[config.mk]
export PLATFORM = sky130hd
export DESIGN_NAME = imem_arbiter
export DESIGN_NICKNAME = d
export VERILOG_FILES = /design/src/rtl/imem_arbiter.sv
export SDC_FILE = /design/constraint.sdc
export NUM_CORES = 1
export LEC_CHECK = 0
export ABC_AREA = 1
export CORE_ASPECT_RATIO = 0.9
export CORE_MARGIN = 5
export CORE_UTILIZATION = 36
export DETAILED_ROUTE_END_ITERATION = 6
export HOLD_SLACK_MARGIN = 0.12
export PLACE_DENSITY = 0.81
export SYNTH_ARGS = -nofsm -noshare
export SYNTH_HDL_FRONTEND = slang
export SYNTH_SLANG_ARGS = --single-unit
[constraint.sdc]
create_clock -name clk -period 1.8 [get_ports clk]
set_clock_uncertainty 0.1 [all_clocks]
set_input_delay 0.54 -clock clk [delete_from_list [all_inputs] [get_ports clk]]
set_output_delay 0.54 -clock clk [all_outputs]
set_load 0.02 [all_outputs]
[src/rtl/imem_arbiter.sv]
// imem_arbiter: shares one 256x16 instruction memory between the CPU fetch
// port and a loader port. Round-robin arbitration in ARB; the loader can lock
// the memory for a burst (LOCK). Read data comes back one cycle after the grant.
// Optional feature: define IMEM_STALL_CNT_EN to count fetch stall cycles on
// stall_cnt; without it stall_cnt is tied to zero.
module imem_arbiter (
    input  logic        clk,
    input  logic        rst,
    input  logic        fetch_req,
    input  logic [7:0]  fetch_addr,
    output logic        fetch_gnt,
    output logic        fetch_rvalid,
    output logic [15:0] fetch_rdata,
    input  logic        ld_req,
    input  logic        ld_we,
    input  logic        ld_lock,
    input  logic [7:0]  ld_addr,
    input  logic [15:0] ld_wdata,
    output logic        ld_gnt,
    output logic        ld_rvalid,
    output logic [15:0] ld_rdata,
    output logic [7:0]  mem_addr,
    output logic        mem_we,
    output logic [15:0] mem_wdata,
    input  logic [15:0] mem_rdata,
    output logic [15:0] stall_cnt
);

    typedef enum logic {
        ARB  = 1'b0,
        LOCK = 1'b1
    } state_t;

    localparam logic GNT_FETCH = 1'b0;
    localparam logic GNT_LD    = 1'b1;

    state_t state;
    state_t state_next;
    logic   last_gnt;

    // Grant decision and next state; a sole requester wins at once, a tie goes
    // to whoever did not win last, and LOCK hands the memory to the loader only.
    always_comb begin
        fetch_gnt  = 1'b0;
        ld_gnt     = 1'b0;
        state_next = state;
        case (state)
            ARB: begin
                if (fetch_req && ld_req) begin
                    if (last_gnt == GNT_LD) begin
                        fetch_gnt = 1'b1;
                    end else begin
                        ld_gnt = 1'b1;
                    end
                end else begin
                    fetch_gnt = fetch_req;
                    ld_gnt    = ld_req;
                end
                if (ld_gnt && ld_lock) begin
                    state_next = LOCK;
                end
            end
            LOCK: begin
                ld_gnt = ld_req;
                if (!ld_lock) begin
                    state_next = ARB;
                end
            end
            default: begin
                state_next = ARB;
            end
        endcase
    end

    // Memory bus follows the winner; everything is driven to zero when idle.
    always_comb begin
        mem_addr  = 8'h00;
        mem_we    = 1'b0;
        mem_wdata = 16'h0000;
        if (fetch_gnt) begin
            mem_addr = fetch_addr;
        end else if (ld_gnt) begin
            mem_addr  = ld_addr;
            mem_we    = ld_we;
            mem_wdata = ld_wdata;
        end
    end

    // State register; reset always drops back to arbitration, even from LOCK.
    always_ff @(posedge clk) begin
        if (rst) begin
            state <= ARB;
        end else begin
            state <= state_next;
        end
    end

    // Remember the most recent winner so ties alternate.
    always_ff @(posedge clk) begin
        if (rst) begin
            last_gnt <= GNT_LD;
        end else if (fetch_gnt) begin
            last_gnt <= GNT_FETCH;
        end else if (ld_gnt) begin
            last_gnt <= GNT_LD;
        end
    end

    // Capture read data for the winning reader; rdata holds until its next read.
    always_ff @(posedge clk) begin
        if (rst) begin
            fetch_rvalid <= 1'b0;
            fetch_rdata  <= 16'h0000;
            ld_rvalid    <= 1'b0;
            ld_rdata     <= 16'h0000;
        end else begin
            fetch_rvalid <= fetch_gnt;
            ld_rvalid    <= ld_gnt && !ld_we;
            if (fetch_gnt) begin
                fetch_rdata <= mem_rdata;
            end
            if (ld_gnt && !ld_we) begin
                ld_rdata <= mem_rdata;
            end
        end
    end

`ifdef IMEM_STALL_CNT_EN
    logic [15:0] stall_q;

    // Count cycles where the CPU wanted an instruction but lost, saturating.
    always_ff @(posedge clk) begin
        if (rst) begin
            stall_q <= 16'h0000;
        end else if (fetch_req && !fetch_gnt && (stall_q != 16'hFFFF)) begin
            stall_q <= stall_q + 16'd1;
        end
    end

    assign stall_cnt = stall_q;
`else
    assign stall_cnt = 16'h0000;
`endif

endmodule

## Yosys cells after proc, flatten, opt, wreduce, memory -nomap -nowiden

Cells that the tools add are included.

| word-level totals | value |
|---|---|
| bits in registers | 36 |
| input bits | 54 |
| word-level logic and storage cells | 30 |
| output and inout port bits | 77 |

| cells by class | value |
|---|---|
| bitwise gates (word level) | 1 |
| reduce and logical (&&, ||, !) cells | 5 |
| muxes and demuxes | 18 |

Operator list:

| cell | number |
|---|---|
| $mux 16 | 2 |
| $mux 8 | 2 |
| $mux 1 | 12 |
| $pmux 1 s2 | 2 |
| $logic_and 1x1->1 | 3 |
| $reduce_bool 2->1 | 1 |
| $logic_not 1->1 | 1 |
| $not 1->1 | 1 |

## Longest topological paths before layout

Gate-level depths: netlist (run 1).

| depth | value |
|---|---|
| depth in word-level cells | 6 |
| depth in mapped cells | 8 |
| gate-level depth less buffers | 7 |

## Worst setup path before layout (run 1)

OpenSTA, ideal clock, no wires.

| timing path | value |
|---|---|
| path type | input -> output |
| start | input ld_req |
| end | output mem_wdata[10] |
| arrival time | 1.264 ns |
| stages on the path | 4 |
| data required time | 1.160 ns |
| path slack | -0.104 ns |
| path buffers | 2 |
| path through | buf_4 nand2_2 buf_4 nor2_1 |

| on the way | value |
|---|---|
| longest elaborated chain between the ends | 6 |
| elaborated cells on any way between the ends | 8 |
| those cells by class | 7 x mux; 1 x reduce/logical |

Ends and longest elaborated chain:

| what | line | RTL |
|---|---|---|
| start: declaration | 14 | `input logic ld_req,` |
| $logic_and 1x1->1 | 49 | `if (fetch_req && ld_req) begin` |
| $mux 1 | 49 |  |
| $mux 1 | 47 | `case (state)` |
| $pmux 1 s2 | 47 |  |
| $mux 16 | 82 | `end else if (ld_gnt) begin` |
| $mux 16 (*) | 80 | `if (fetch_gnt) begin` |
| end: declaration | 24 | `output logic [15:0] mem_wdata,` |

Every way passes the cells marked *; elsewhere a longest branch is shown, timed or not. The select of a mux whose other input is x is not followed.

## Final worst setup path (run 1)

| timing path | value |
|---|---|
| start | input fetch_req |
| end | output mem_wdata[11] |

| on the way | value |
|---|---|
| longest elaborated chain between the ends | 6 |
| elaborated cells on any way between the ends | 8 |
| those cells by class | 7 x mux; 1 x reduce/logical |

Ends and longest elaborated chain:

| what | line | RTL |
|---|---|---|
| start: declaration | 9 | `input logic fetch_req,` |
| $logic_and 1x1->1 | 49 |  |
| $mux 1 | 49 |  |
| $mux 1 | 47 |  |
| $pmux 1 s2 | 47 |  |
| $mux 16 | 82 |  |
| $mux 16 (*) | 80 |  |

Marks and branches as above.

==> results.ini, run 1 <==
[finish]
final_area_um2 = 3480
syn_to_final_growth_pct = 79.4
insertedDiodeCount = 0
layout-drive-gt1-share_pct = 26.3
post-route-util_pct = 66.3
final_cells = 496
nNetsFinal = 482

[timing]
finalCritPeriodShare_pct = 108
setup_violations = 25
min_period_ns = 1.94
hold_violations = 0
rsz0062_at_grt = yes
setup_ws_ns = -0.139
drv_slew = 0
clock.fmax_mhz = 516

[yosys]
syn_inst = 300
yosys_warnings = 0
avgSynthCellArea_um2 = 6.47
synthFlopType = dfxtp_1
synthTopCellsByCount = 67 x nor2_1, 65 x inv_1, 57 x nand2_1
yosysSeqAreaShare_pct = 37.1
yosysTopAreaCell = dfxtp_1
yosys.area.top_type_share_pct = 37.1
synth_cell_types = 20
synth_seq_cells = 36
yosysMostFrequentCell = nor2_1
syn-cell-area_um2 = 1940
synth-async-reset-ratio_pct = 0
synth_edf_count = 0
synth_area_leaders = dfxtp_1 37%, nor2_1 13%, inv_1 13%

[critical_path]
setup.worst_path.end_class = output pin
start_kind = input port
cp_max_fo = 6
cp.required_ns = 1.16
critical_path_class = input port to output pin
critPathArrivalTime_ns = 1.30

[placed_design]
hpwl_um = 5180
port_buffers = 114
gp_congestion = 0.835
dpl_cell_area_um2 = 3240
dp.cells = 480
dp_slack_ns = -0.963

[status]
violations = negative setup slack
status = finished, violations left

[global_route]
grt_first_pass_wirelength_um = 10800
globalRoute.totalOverflow = 0
grt_pass1_vias = 2232
antenna_found_initial = 0
grt_usage_pct = 19.8
grt_max_degree = 21

[hold_path]
worstHoldPathType = flop to flop

[flow_run]
maxCapViolations = 0

[route]
drt-pass1-iter-count = 4
via_per_inst = 4.46
drt_iter0_drc = 98
drc = 0
drt-wirelength-per-cell_um = 14.2
dr_total_vias = 2213
postRouteAntennaNets = 0
totalWireLength_um = 7050

[cts]
htree_levels = 2
clkSlewWorstSetupHoldPaths_ns = 0.07
cts-root-buf = clkbuf_8
cts_max_path_buffers = 2
postCtsHoldBufs = 0
cts_tree = done
clk_latency_ns = 0.28
cts_buffers = 5
clock-sinks = 36

[floorplan]
die_area_um2 = 6960
initial_core_util_pct = 37.0
fp.dieW_um = 87.4
core_um2 = 5260
rows = 25
die_height_um = 79.7
num_io_pins = 131

[power_and_ir_drop]
power-per-cell-area_nw_per_um2 = 692
vdd_drop_max_mv = 0.337
p_leak_nw = 1.89

[metrics by stage]
stage | total power, mW | hold WS (ns) | setup TNS (ns)
after floorplan | 1.36 | 0.377 | 0
after global placement | 1.70 | 0.363 | -28.61
after detailed placement | 1.72 | 0.374 | -29.73
after CTS | 2.41 | 0.379 | -2.46
after global routing | 2.56 | 0.409 | -3.39
final | 2.41 | 0.380 | -2.49
[cells in the final DEF (no fill, tap or decap), drive strengths merged]
| master | instances |
|---|---|
| conb | 16 |
| bufinv | 1 |
| o211ai | 2 |
| dlygate4sd2 | 56 |
| nand3 | 2 |
| nand4 | 16 |
| clkinv | 2 |
| a21oi | 1 |
| nor2 | 67 |
| buf | 46 |
| dfxtp | 36 |
| nand2 | 61 |
| o21ai | 16 |
| clkbuf | 6 |
| dlymetal6s2s | 2 |
| inv | 72 |
| clkdlybuf4s50 | 27 |
[timing repair]
action	4_1_cts	5_1_grt
gates resized for setup	259	12
setup endpoints to repair	61	27
hold endpoints to repair	0	0
pin swaps	14	9
setup buffers	2	3
gates cloned	2	1
[path summary, 6_finish.rpt]
path	slack (ns)	depth (start not counted)	startpoint	endpoint
setup / recovery	-0.14	6	fetch_req	mem_wdata[11]
hold / removal	0.38	2	fetch_rdata[6]	fetch_rdata[6]
setup reg to reg	0.32	8	state	ld_rdata[1]
hold reg to reg	0.38	2	fetch_rdata[6]	fetch_rdata[6]
[routing by layer]
layer  vias to the layer above  global-route usage (%)  share of wire (%)
li1                       1107                       -                  -
met1                       994                    21.3                 38
met2                        99                    35.9                 49
met3                        13                    7.22                 11
met4                         0                    5.98                1.8
met5                         -                       0                  0
[registers in the layout, indices dropped and copies added (netlist names)]
| name | count |
|---|---|
| fetch_rdata | 16 |
| fetch_rvalid | 1 |
| last_gnt | 1 |
| ld_rdata | 16 |
| ld_rvalid | 1 |
| state | 1 |
[layout make-up]
type / count / area (um2)
Inverter: 71 / 280
Clock buffer: 6 / 72.6
Clock inverter: 2 / 35.0
Fill cell: 484 / 1770
Tap cell: 67 / 83.8
Multi-Input combinational cell: 181 / 996
Sequential cell: 36 / 723
Timing Repair inverter: 2 / 12.5
Timing Repair Buffer: 131 / 1280
[worst max-delay path, stage by stage]
cell and delay [ns]:
buf_2 0.13, nand3_4 0.13, nand2_8 0.11, buf_12 0.17, nor2_4 0.10, buf_6 0.13
[where the power goes]
group | total, mW | switching [mW] | internal, mW
registers | 0.891 | 0.0322 | 0.858
logic | 0.837 | 0.475 | 0.363
clock network | 0.681 | 0.270 | 0.411
[cells by family (layout without fill, tap and decap cells)]
logic type / Yosys count / count (layout) / synth area share (%)
flip-flops: 36 / 36 / 37.1
AO/OA/AOI/OAI: 19 / 19 / 5.15
other: 1 / 16 / 0.193
AND/OR/NAND/NOR: 145 / 146 / 32.2
buffers and inverters: 99 / 212 / 25.4
(Power assumes the default switching activity.)
==> run 2: changes to the inputs <==
- ABC_AREA: 1 -> 0
- CORE_UTILIZATION: 36 -> 35
==> run 2 against run 1 <==
The run still ends with negative setup slack left; sequential power fell by 3.5%; core utilization is 2.8 points lower; area after synthesis down 5.8%; clock-buffer cell count increased by 1; global-route usage down 2.5 points; design area decreased by 6.0%; die area shrank 2.7%; worst hold slack got worse by 0.014 ns; wire length decreased by 17%; final cell count fell by 20%; maximum frequency decreased by 9.4%; highest routed layer unchanged.
==> results.ini, run 2 <==
[placed_design]
hpwl_um = 4270  ; -18%
dp_slack_ns = -1.12  ; -0.153 ns
port_buffers = 114  ; unchanged
dp.cells = 383  ; -20%
gp_congestion = 0.743  ; -11%

[power_and_ir_drop]
power-per-cell-area_nw_per_um2 = 661  ; -4.4%
p_leak_nw = 1.49  ; -21%
vdd_drop_max_mv = 0.441  ; +31%
power_mw = 2.16  ; -10%

[timing]
totalNegativeSetupSlack_ns = -8.05  ; -5.57 ns
setup_ws_ns = -0.341  ; -0.202 ns
clock.fmax_mhz = 467  ; -9.4%
finalCritPeriodShare_pct = 119  ; +11 points
setup_violations = 27  ; +8.0%
rsz0062_at_grt = yes
drv_slew = 0  ; unchanged
min_period_ns = 2.14  ; +0.202 ns
hold_violations = 0  ; unchanged

[cts]
clkSlewWorstSetupHoldPaths_ns = 0.07  ; about the same
cts_tree = done
cts_max_path_buffers = 2  ; unchanged
clk_latency_ns = 0.27  ; about the same
clock-sinks = 36  ; unchanged
cts-root-buf = clkbuf_8
htree_levels = 2  ; unchanged
cts_buffers = 5  ; unchanged

[global_route]
grt_pass1_vias = 1832  ; -18%
grt_usage_pct = 17.4  ; -2.5 points
globalRoute.totalOverflow = 0  ; unchanged
grt_first_pass_wirelength_um = 9530  ; -12%
antenna_found_initial = 0  ; unchanged
grt_max_degree = 50  ; +140%

[critical_path]
start_kind = flop
crit_slowest_cell = dfxtp_2
cp_common_cell = buf_6
cpLargestDelayFamily = buffers and inverters
max_stage_delay_ns = 0.33  ; +0.16 ns
critPathArrivalTime_ns = 1.50  ; +0.20 ns
cp_max_fo = 7  ; +1
setup.worst_path.end_class = output pin
cp_cell_sequence = and3b_2, nor2b_4, buf_6, buf_12, a22o_4, buf_6
critical_path_buf_inv_count = 3  ; unchanged
critical_path_class = flop to output pin
cp.required_ns = 1.16  ; about the same

[yosys]
avgSynthCellArea_um2 = 8.79  ; +36%
yosys.area.top_type_share_pct = 39.4  ; +2.3 points
yosysTopAreaCell = dfxtp_1
yosysSeqAreaShare_pct = 39.4  ; +2.3 points
synth-async-reset-ratio_pct = 0  ; unchanged
syn-cell-area_um2 = 1830  ; -5.8%
synth_seq_cells = 36  ; unchanged
synthFlopType = dfxtp_1
synth_edf_count = 0  ; unchanged
synthTopCellsByCount = 36 x dfxtp_1, 29 x nand2b_1, 20 x a21oi_1
yosysMostFrequentCell = dfxtp_1
synth_area_leaders = dfxtp_1 39%, nand2b_1 9.9%, mux2i_1 7.1%
synth_cell_types = 27  ; +35%
yosys_warnings = 0  ; unchanged
syn_inst = 208  ; -31%

[status]
status = finished, violations left
violations = negative setup slack

[finish]
nNetsFinal = 384  ; -20%
top_regs = fetch_rdata: 16 flops, ld_rdata: 16 flops
insertedDiodeCount = 0  ; unchanged
syn_to_final_growth_pct = 79.0
final_cells = 397  ; -20%
mostFrequentLayoutCells = 51 x clkdlybuf4s50_1, 35 x dfxtp_1, 34 x dlygate4sd2_1
post-route-util_pct = 63.4  ; -2.8 points
layout-drive-gt1-share_pct = 24.8  ; -1.5 points
layout_commonest_cell = clkdlybuf4s50_1

[floorplan]
num_io_pins = 131  ; unchanged
rows = 25  ; unchanged
core_um2 = 5160  ; -1.8%
fp.dieW_um = 86.2  ; -1.4%
die_area_um2 = 6770  ; -2.7%
die_height_um = 78.6  ; -1.4%
initial_core_util_pct = 35.4  ; -1.5 points

[route]
dr_total_vias = 1837  ; -17%
totalWireLength_um = 5860  ; -17%
drt-wirelength-per-cell_um = 14.8  ; +3.9%
drt-pass1-iter-count = 4  ; unchanged
via_per_inst = 4.63  ; +3.7%
drt_iter0_drc = 43  ; -56%
drc = 0  ; unchanged
postRouteAntennaNets = 0  ; unchanged

[flow_run]
maxCapViolations = 0  ; unchanged

[hold_path]
worstHoldPathType = flop to flop

==> run 2: changes by cell type after synthesis, sizes merged, moves of 5 or more <==
cell / before / now
a21oi: 1 / 20
nor2: 67 / 3
nand4: 16 / 0
inv: 70 / 0
a22o: 0 / 8
clkbuf: 2 / 7
nand2: 60 / 1
and2: 0 / 17
nand3: 2 / 16
nand2b: 0 / 29
mux2i: 0 / 13
==> run 2: area by class of cell <==
type	count	area, um2
fill	467	1890
timing repair buffer	133	1350
multi-input combinational	154	1020
sequential	36	722
clock buffer	7	96.3
tap	67	83.8
==> run 2: worst paths after layout <==
check	slack, ns	depth (start not counted)	start	end
max	-0.34	6	state	mem_addr[6]
min	0.37	2	ld_rdata[9]	ld_rdata[9]
max reg2reg	0.40	5	state	ld_rdata[3]
min reg2reg	0.37	2	ld_rdata[9]	ld_rdata[9]
==> run 2: worst register-to-register path, stage by stage (launching register included) <==
cell,delay (ns)
dfxtp_2,0.34
and3b_2,0.23
buf_4,0.17
nor2_4,0.12
buf_12,0.16
mux2i_1,0.21
==> run 2: power by group <==
group | internal [mW] | switching, mW
clock | 0.341 | 0.262
sequential | 0.841 | 0.0194
combinational | 0.369 | 0.332
==> run 2: timing repair <==
action,CTS,global route
pin swaps,5,4
gates resized for setup,214,3
buffers inserted,6,1
hold buffers,0,0
gates cloned,3,0
setup endpoints to repair,61,43
==> run 2: routing by layer <==
layer	GRT usage, %	share of wire (%)	wire [um]
met1	21.6	40	2360
met2	30.4	52	3060
met3	4.72	7.3	430
met4	2.80	0.17	10
met5	0	0	0
==> run 2: stage by stage <==
step                      hold WS, ns  instance area [um2]
after floorplan                 0.402                 1960
after detailed placement        0.364                 3110
final                           0.366                 3270
after global routing            0.392                 3270
after CTS                       0.371                 3330
after global placement          0.358                 3110
==> run 2: kinds of logic after synthesis <==
kind of cell / after synthesis / synth area share [%]
buffers and inverters: 34 / 12.8
and+or+nand+nor: 76 / 25.6
other: 1 / 0.205
AOI/OAI and AO/OA: 48 / 14.9
muxes: 13 / 7.11
DFF: 36 / 39.4
==> RTL change, RTL diff (flow settings as in run 1) <==
The option `IMEM_STALL_CNT_EN` is turned on by a define.
--- a/src/rtl/imem_arbiter.sv
+++ b/src/rtl/imem_arbiter.sv
@@ -3,6 +3,8 @@
 // the memory for a burst (LOCK). Read data comes back one cycle after the grant.
 // Optional feature: define IMEM_STALL_CNT_EN to count fetch stall cycles on
 // stall_cnt; without it stall_cnt is tied to zero.
+`define IMEM_STALL_CNT_EN
+
 module imem_arbiter (
     input  logic        clk,
     input  logic        rst,
Function: changed (a bounded check fails within 4 cycles, from zero or initial values and one cycle with rst high).
==> RTL change against run 1 <==
  * The run still ends with setup timing left
  * Total power up 12%
  * Combinational power down 4.5%
  * First-iteration DRC count up 17%
  * Area after synthesis up 28%
  * Setup slack worse by 0.10 ns
  * Wire length up 23%
  * Final area up 25%
  * Sequential cell count up 16
  * Critical endpoint is now mem_addr[0]
  * Largest cell class unchanged
  * Highest routed layer unchanged
==> RTL change: results (changes against run 1) <==
Parameter                              Value

Logic synthesis
  Commonest cells post-synth ... sky130_fd_sc_hd__nor2_1, sky130_fd_sc_hd__nand2_1, sky130_fd_sc_hd__dfxtp_1
  Average footprint of a synthesized cell ... 7.15 µm² (+11%)
  Synthesized netlist cell count ... 347 (+16%)
  Synth top area cells ... sky130_fd_sc_hd__dfxtp_1, sky130_fd_sc_hd__nor2_1, sky130_fd_sc_hd__nand2_1

Detailed routing
  Total routed wirelength ... 8650 µm (+23%)
  Vias per inst ... 4.79 (+7.4%)
  DRC violation total after the first TritonRoute iteration ... 115 (+17%)

Power and ir drop
  LEAKAGE ... 1.98 nW (+4.8%)
  Maximum resistive drop on vdd ... 0.000308 V (-8.7%)

Outcome
  Result of the run ... finished with violations
  Violations in the final reports ... setup timing

Final layout
  Proportion of cell area spent on the clock network ... 2.06% (-1.0 points)
  Sequential share of cell area ... 23.9% (+3.2 points)
  Combined area of the multi-input logic cells ... 0.00140 mm² (+41%)
  Total Nets Final ... 560 (+16%)
  Relative area of non-clock buffer cells in the final design ... 35.7% (-1.0 points)
  Share of layout cells above drive strength 1 ... 24.9% (-1.4 points)
  Multi-input combinational cell count ... 250 (+38%)
  Clock buffer cells ... 8 (+2)
  Non-filler cells in the finished layout ... 596 (+20%)
  Number of inverters outside the clock class in the layout ... 33 (-55%)
  Buffers outside the clock class ... 163 (+24%)

Critical path
  Worst Path Max Fanout ... 5 (-1)
  Capture point of the worst reg-to-reg path ... stall_cnt[14]
  Startpoint of the worst setup timing path ... ld_req
  Worst-case register-to-register setup slack ... 0.09 ns (-0.23 ns)
  Delay of the slowest critical-path stage ... 0.25 ns (+0.08 ns)
  Arrival time at the worst endpoint ... 1.40 ns (+0.10 ns)
  Worst reg2reg path startpoint ... last_gnt
  End point of the critical path ... mem_addr[0]

Timing
  Total setup violations reported at the end of the flow ... 27 (+8.0%)
  TNS Setup ... -5.22 ns (-2.73 ns)
  Hold Worst Slack ... 0.366 ns (-0.0140 ns)
  Final Worst Setup Slack ... -0.241 ns (-0.101 ns)

Placement
  IO Port Bufs ... 130 (+14%)
  Setup WS pre-CTS ... -1.27 ns (-0.305 ns)
  DPL Wire Length ... 6520 µm (+26%)
  Post-detailed-placement cell area ... 0.00417 mm² (+29%)

Worst hold path
  End point of the worst hold path ... ld_rdata[7]
  Launch instance of the worst min-delay path ... ld_rdata[7]

Global routing
  Total global-route track usage ... 19.1% (-0.77 points)
RTL change: cell count changes after synthesis, moves of 5 or more:
cell / change
sky130_fd_sc_hd__clkbuf_1: +5
sky130_fd_sc_hd__a21oi_1: +20
sky130_fd_sc_hd__a21oi_2: +10
sky130_fd_sc_hd__a22o_1: +8
sky130_fd_sc_hd__nand2_1: +11
sky130_fd_sc_hd__nand3_1: +25
sky130_fd_sc_hd__inv_1: -39
sky130_fd_sc_hd__dfxtp_1: +16
sky130_fd_sc_hd__nand4_1: -11
sky130_fd_sc_hd__buf_4: -18
RTL change: power by group through the flow:
stage / clock network [mW] / registers (mW) / logic (mW)
final: 0.668 / 1.23 / 0.799
after global routing: 0.743 / 1.24 / 0.850
after CTS: 0.694 / 1.23 / 0.765
after detailed placement: 0 / 1.26 / 0.772
after global placement: 0 / 1.26 / 0.757
after floorplan: 0 / 1.32 / 0.303
RTL change: what timing repair did:
action | 4_1_cts | 5_1_grt
endpoints found under the setup margin | 126 | 45
pin swaps | 7 | 4
buffers inserted | 3 | 3
hold buffers | 0 | 0
cloned | 2 | 1
gates resized for setup | 207 | 36
RTL change: cells by family (layout without fill, tap and decap cells):
group | count (synthesis) | in the layout | share of synthesized area, %
AO/OA/AOI/OAI | 60 | 61 | 15.3
AND/OR/NAND/NOR | 181 | 181 | 31.6
adder cells (fa/ha/maj) | 1 | 1 | 0.504
buffers and inverters | 46 | 204 | 8.22
flip-flops | 52 | 52 | 41.9
XOR/XNOR | 7 | 7 | 2.47
RTL change: metal layers:
| metal | track usage (%) | part of all wire (%) |
|---|---|---|
| met1 | 22.5 | 40 |
| met2 | 35.3 | 51 |
| met3 | 4.18 | 6.8 |
| met4 | 5.41 | 1.7 |
| met5 | 0 | 0 |
